### config.mk
export PLATFORM = sky130hd
export DESIGN_NAME = swap_sched_ctrl
export DESIGN_NICKNAME = d
export VERILOG_FILES = /design/src/rtl/swap_sched_ctrl.sv
export SDC_FILE = /design/constraint.sdc
export NUM_CORES = 1
export LEC_CHECK = 0
export BUFFER_PORTS_ARGS = -buffer_cell sky130_fd_sc_hd__buf_2
export CORE_ASPECT_RATIO = 0.6
export CORE_MARGIN = 10
export CORE_UTILIZATION = 34
export DETAILED_ROUTE_END_ITERATION = 10
export PLACE_DENSITY_LB_ADDON = 0.25
export SLEW_MARGIN = 20
export SYNTH_ARGS = -nofsm -noshare
export SYNTH_HDL_FRONTEND = slang
export SYNTH_SLANG_ARGS = --single-unit
### constraint.sdc
create_clock -name clk -period 2.05 [get_ports clk]
set_clock_uncertainty 0.1 [all_clocks]
set_input_delay 0.41 -clock clk [delete_from_list [all_inputs] [get_ports clk]]
set_output_delay 0.41 -clock clk [all_outputs]
set_load 0.005 [all_outputs]
### src/rtl/swap_sched_ctrl.sv
// Two-requester swap scheduler: round-robin arbitration of swap requests
// over a small register bank, with a fixed LOAD/WRITE/DONE sequence, a
// direct load port and a combinational read port.
module swap_sched_ctrl #(
  parameter int N     = 8,
  parameter int DEPTH = 4,
  parameter int AW    = 2
) (
  input  logic          clk,
  input  logic          reset,
  input  logic          req0_valid,
  output logic          req0_ready,
  input  logic [AW-1:0] req0_idx_a,
  input  logic [AW-1:0] req0_idx_b,
  input  logic          req1_valid,
  output logic          req1_ready,
  input  logic [AW-1:0] req1_idx_a,
  input  logic [AW-1:0] req1_idx_b,
  input  logic          wr_en,
  input  logic [AW-1:0] wr_idx,
  input  logic [N-1:0]  wr_data,
  input  logic [AW-1:0] rd_idx,
  output logic [N-1:0]  rd_data,
  output logic          busy,
  output logic          done,
  output logic          done_id,
  output logic [7:0]    swap_count
);

  typedef enum logic [1:0] {IDLE, LOAD, WRITE, DONE} state_t;

  // Bit k set when index k addresses a real bank register.
  function automatic logic [2**AW-1:0] mk_idx_ok();
    logic [2**AW-1:0] m;
    for (int k = 0; k < 2**AW; k++) m[k] = (k < DEPTH);
    return m;
  endfunction

  localparam logic [2**AW-1:0] IDX_OK = mk_idx_ok();

  state_t        state;
  logic [N-1:0]  bank [DEPTH];
  logic [N-1:0]  tmp_a, tmp_b;
  logic [AW-1:0] idx_a, idx_b;
  logic          owner;
  logic          prio;     // 0: requester 0 holds priority, 1: requester 1
  logic          gnt0, gnt1;

  // Round-robin grant, only in IDLE with no direct load pending.
  always_comb begin
    gnt0 = 1'b0;
    gnt1 = 1'b0;
    if (!reset && state == IDLE && !wr_en) begin
      if (req0_valid && (!req1_valid || !prio)) gnt0 = 1'b1;
      else if (req1_valid)                      gnt1 = 1'b1;
    end
  end

  assign req0_ready = gnt0;
  assign req1_ready = gnt1;
  assign busy       = (state != IDLE);

  // Combinational read port; out-of-range indices read as zero.
  always_comb begin
    rd_data = '0;
    if (IDX_OK[rd_idx]) rd_data = bank[rd_idx];
  end

  // Swap operands captured at grant and at LOAD; data only, no reset needed.
  always_ff @(posedge clk) begin
    if (state == IDLE && (gnt0 || gnt1)) begin
      idx_a <= gnt1 ? req1_idx_a : req0_idx_a;
      idx_b <= gnt1 ? req1_idx_b : req0_idx_b;
    end
    if (state == LOAD) begin
      tmp_a <= IDX_OK[idx_a] ? bank[idx_a] : '0;
      tmp_b <= IDX_OK[idx_b] ? bank[idx_b] : '0;
    end
  end

  // Sequencer FSM: owns state, priority pointer, bank writes and status outputs.
  always_ff @(posedge clk or posedge reset) begin
    if (reset) begin
      state      <= IDLE;
      prio       <= 1'b0;
      owner      <= 1'b0;
      done       <= 1'b0;
      done_id    <= 1'b0;
      swap_count <= '0;
      for (int k = 0; k < DEPTH; k++) bank[k] <= '0;
    end else begin
      done    <= 1'b0;
      done_id <= 1'b0;
      case (state)
        IDLE: begin
          if (wr_en) begin
            if (IDX_OK[wr_idx]) bank[wr_idx] <= wr_data;
          end else if (gnt0 || gnt1) begin
            owner <= gnt1;
            prio  <= gnt0;
            state <= LOAD;
          end
        end
        LOAD: state <= WRITE;
        WRITE: begin
          if (IDX_OK[idx_a]) bank[idx_a] <= tmp_b;
          if (IDX_OK[idx_b]) bank[idx_b] <= tmp_a;
          done       <= 1'b1;
          done_id    <= owner;
          swap_count <= swap_count + 8'd1;
          state      <= DONE;
        end
        DONE:    state <= IDLE;
        default: state <= IDLE;
      endcase
    end
  end

endmodule

### Word-level counts from Yosys, hierarchy flattened

Cells that the tools add are included.

| cells by class | value |
|---|---|
| add/subtract/negate cells | 1 |
| order comparisons | 11 |
| equality and inequality tests | 7 |
| muxes and demuxes | 45 |
| bitwise logic cells | 5 |
| reductions and logical operators | 19 |

Operator list:

| cell | count |
|---|---|
| two-way mux 32 bit | 5 |
| bitwise mux 32 bit | 3 |
| two-way mux 8 bit | 10 |
| one-hot mux 32 bit (2 select lines) | 1 |
| binary-select mux 8 bit (select 2 bit) | 3 |
| demux 8 bit (select 2 bit) | 3 |
| >= comparator 3 bit, second input constant | 4 |
| less-than comparator 2 x 3 -> 1 bit, second input constant | 4 |
| inverter 2 -> 3 bit | 4 |
| two-way mux 1 bit | 11 |
| less-than comparator 3 x 1 -> 1 bit, second input constant | 3 |
| adder 8 x 1 -> 8 bit, second input constant | 1 |
| binary-select mux 1 bit (select 2 bit) | 4 |
| two-way mux 2 bit | 4 |
| one-hot mux 2 bit (4 select lines) | 1 |
| logical AND 1 bit | 7 |
| AND reduction 3 bit | 2 |
| equality test 2 bit, second input constant | 2 |
| logical NOT 1 bit | 4 |
| inequality test 2 x 1 -> 1 bit, second input constant | 2 |
| inequality test 2 bit, second input constant | 2 |
| nonzero test 2 bit | 2 |
| equality test 2 x 1 -> 1 bit, second input constant | 1 |
| logical NOT 2 bit | 1 |
| other kinds (3) | 4 |

| storage, ports and cells | value |
|---|---|
| bits in registers | 66 |
| input port bits | 25 |
| output and inout port bits | 21 |
| logic and storage cells | 102 |

### Depth between registers and ports, before layout

| depth | value |
|---|---|
| depth after elaboration | 11 |
| mapped depth | 8 |
| gate-level depth less buffers | 6 |

### Worst setup path after synthesis

OpenSTA, ideal clock, no wires.

| timing | value |
|---|---|
| path type | register to register |
| from | reg state[0] |
| to | reg idx_a[0] (data pin) |
| setup time | 0.260 ns |
| arrival | 1.485 ns |
| required time | 1.690 ns |
| path slack | 0.205 ns |
| cell stages (with the launch flop) | 6 |
| buffers on the path | 0 |
| period minus slack after synthesis | 1.845 ns |
| cells stage by stage | dfrtp_1 > inv_1 > ha_1 > nor3b_2 > nand3_1 > mux2_2 |

| between the ends | value |
|---|---|
| cells in the longest elaborated chain, start to end | 5 |

RTL lines:

| element | line | text |
|---|---|---|
| start: declaration | 41 | `state_t state;` |
| start signal: assignment | 84 | `state <= IDLE;` |
| start signal: assignment | 101 | `state <= LOAD;` |
| start signal: assignment | 104 | `LOAD: state <= WRITE;` |
| logical NOT 2 bit | 53 | `if (!reset && state == IDLE && !wr_en) begin` |
| logical AND 1 bit (2 in series) | 53 |  |
| two-way mux 1 bit | 53 |  |
| two-way mux 2 bit | 72 | `idx_a <= gnt1 ? req1_idx_a : req0_idx_a;` |
| end signal: assignment | 72 |  |
| end: declaration | 44 | `logic [AW-1:0] idx_a, idx_b;` |

No other way between the ends.
A chain may end at the register's enable or synchronous reset.

### Worst setup path after layout

| timing | value |
|---|---|
| from | reg state[0] |
| to | out req0_ready |

| between the ends | value |
|---|---|
| cells in the longest elaborated chain, start to end | 4 |

RTL lines:

| element | line | text |
|---|---|---|
| logical NOT 2 bit | 53 |  |
| logical AND 1 bit (2 in series) | 53 |  |
| two-way mux 1 bit | 53 |  |
| end: declaration | 12 | `output logic req0_ready,` |

No other way between the ends.

==> qor.csv <==
metric,value,unit
cts_root_buf,clkbuf_16,
synth_cells,283,
maxCapViolations,0,
io_pins,46,
nets,389,
core,10700,sq um
synthArstFlopShare,69.7,%
n_antenna_cell,0,
fill_cells,1013,
cp.arrival,1650,ps
seq_area_frac_synth,46.7,%
drt-total-wl,11.1,mm
violations,setup timing,
path_max_fanout,4,
layout.area.seq,1750,sq um
cts_tree,yes,
first_pass_iters,10,
yosysWarningCount,0,
synth.ff_latch_count,66,
viasPerCell,5.79,
avgSynthCellArea,13.3,sq um
fmax,464,MHz
synth.largest_area_cell,dfrtp_1,
met3_length,1.22,mm
synth_most_common_cell,dfrtp_1,
std_cell_rows,29,
synthFlopType,dfrtp_1,
routabilityCongestion,0.829,
cts_buffer_depth,2,
dp_cells,477,
hp-class,input port to async pin,
r2r_cells,12,
reg2reg_to,owner,
worst_setup_path_end_kind,primary output,
track_usage,14.5,%
dp_worst_setup_slack,-3.16,ps
hpwlAfterDp,7.72,mm
clock_latency,340,ps
r2r_slack,-20,ps
rsz0062_at_grt,yes,
fin_ws,-106,ps
fp.dieArea,15800,sq um
port_buffers,45,
setup_violations,3,
period_share,105,%
required,1540,ps
whs,11.2,ps
synthTopCellsByArea,"dfrtp_1 (31%), edfxtp_1 (16%), mux4_2 (14%), a222oi_1 (8.5%), mux2i_1 (4.3%)",
status,"complete, but fails checks",
wl_met2,4.63,mm
stdcell_count,503,
first_global_vias,2845,
m1WireLength,5.11,mm
drt_iter0_markers,555,
path_clk_slew,60,ps
worstMarginPinSlew,514,ps
power_density,1420,nW/um^2
vdd_drop_max,551,uV
maxSlewHeadroom,65.6,%
vias,2910,
fin_crit,2160,ps
yosys-top-cells-count,"dfrtp_1 (46), a222oi_1 (32), mux4_2 (24)",
area_growth,26.8,%
highest_layer,met4,
p_leak,2.01,nW
cts_inserted_buffers,9,
synth.cell_area,3750,sq um
synth.top_cell.area_share,30.7,%
r2r-start,state[0],
fin_total_pwr,6.76,mW
grt_max_degree,29,
drc_errors,0,
gr-total-overflow,0,
clkSinkCount,66,
ys_types,43,
drv_slew,0,
final-hold-violation-count,0,
grt_first_pass_wirelength,17.1,mm
wl_per_cell,22.1,um
synth-edff-count,20,
die_y,101,um
ant_nets,0,
htree_num_levels,3,
critPathLaunchType,register,
syn_nets,313,
crit_type,register to primary output,
drive_gt1_share,41.5,%
start_util,35.2,%
fp.dieW,156,um
antenna_found_initial,0,
multiInputGateArea,1840,sq um
-- cell families (layout without fill, tap and decap cells) --
family | Yosys count | count (layout) | synth area share [%]
simple gates | 54 | 54 | 8.81
buf+inv | 39 | 120 | 5.91
compound gates | 67 | 67 | 15.1
mux | 45 | 45 | 20.2
xor+xnor | 7 | 7 | 1.64
flops | 66 | 66 | 46.7
fa+ha+maj | 5 | 5 | 1.67
-- registers in the layout, summed over array words and instances, names as in the netlist --
signal / cells
idx_b: 2
state: 2
swap_count: 8
tmp_b: 8
prio: 1
tmp_a: 8
idx_a: 2
done_id: 1
owner: 1
bank: 32
done: 1
-- area by class of cell --
cell class	count	area share, %
Multi-Input combinational cell	178	38.8
Clock inverter	7	1.95
Sequential cell	66	36.8
Inverter	24	1.89
Clock buffer	9	4.74
Timing Repair Buffer	80	12.1
Tap cell	139	3.66
-- cell usage in the layout, fill, tap and decap left out, types with 9 or more instances in the layout --
cell type	instances
a21oi_1	18
buf_4	27
mux2i_1	16
nor2_1	20
mux4_2	24
inv_1	18
edfxtp_1	20
dfrtp_1	46
a222oi_1	32
buf_2	44
clkbuf_16	9
-- where the power goes --
group          internal, mW  total [mW]  switching [mW]
registers              1.97        2.52           0.553
logic                  1.29        2.57            1.28
clock network          1.06        1.67           0.610
total                  4.31        6.76            2.44
-- worst max-delay path, cell delays in order (launching register included) --
cell and delay (ps):
dfrtp_1 390, inv_2 100, ha_4 150, nor3b_4 320, nand2_2 110, a21oi_2 110
buf_2 120
-- how the worst max path moves through the flow --
stage / startpoint / to
finish: state[0] / req0_ready
global route: state[0] / req0_ready
CTS: state[0] / req0_ready
detailed placement: state[0] / bank[23]
global placement: state[0] / bank[16]
floorplan: state[0] / idx_a[0]
-- stage by stage --
step | instance area [sq um] | utilization [%] | TNS [ps]
2_1_floorplan | 3750 | - | 0
3_3_place_gp | 4280 | 40.1 | 0
3_5_place_dp | 4280 | 40.1 | -3.16
4_1_cts | 4710 | 44.2 | -216
5_1_grt | 4750 | 44.6 | -1030
6_report | 4750 | 44.6 | -210
-- per-layer routing --
metal	GRT usage [%]	up-vias
met2	19.9	166
met3	5.08	20
met4	4.51	0
li1	-	1292
met5	0	-
met1	20.8	1432
-- what timing repair did --
item	4_1_cts	5_1_grt
resized for setup	16	4
hold buffers	0	0
setup endpoints to repair	14	18
endpoints found under the hold margin	0	0
pin swaps	4	4
gates cloned	0	0
buffers inserted	7	3
No activity file was read; power rests on OpenSTA's default activity.
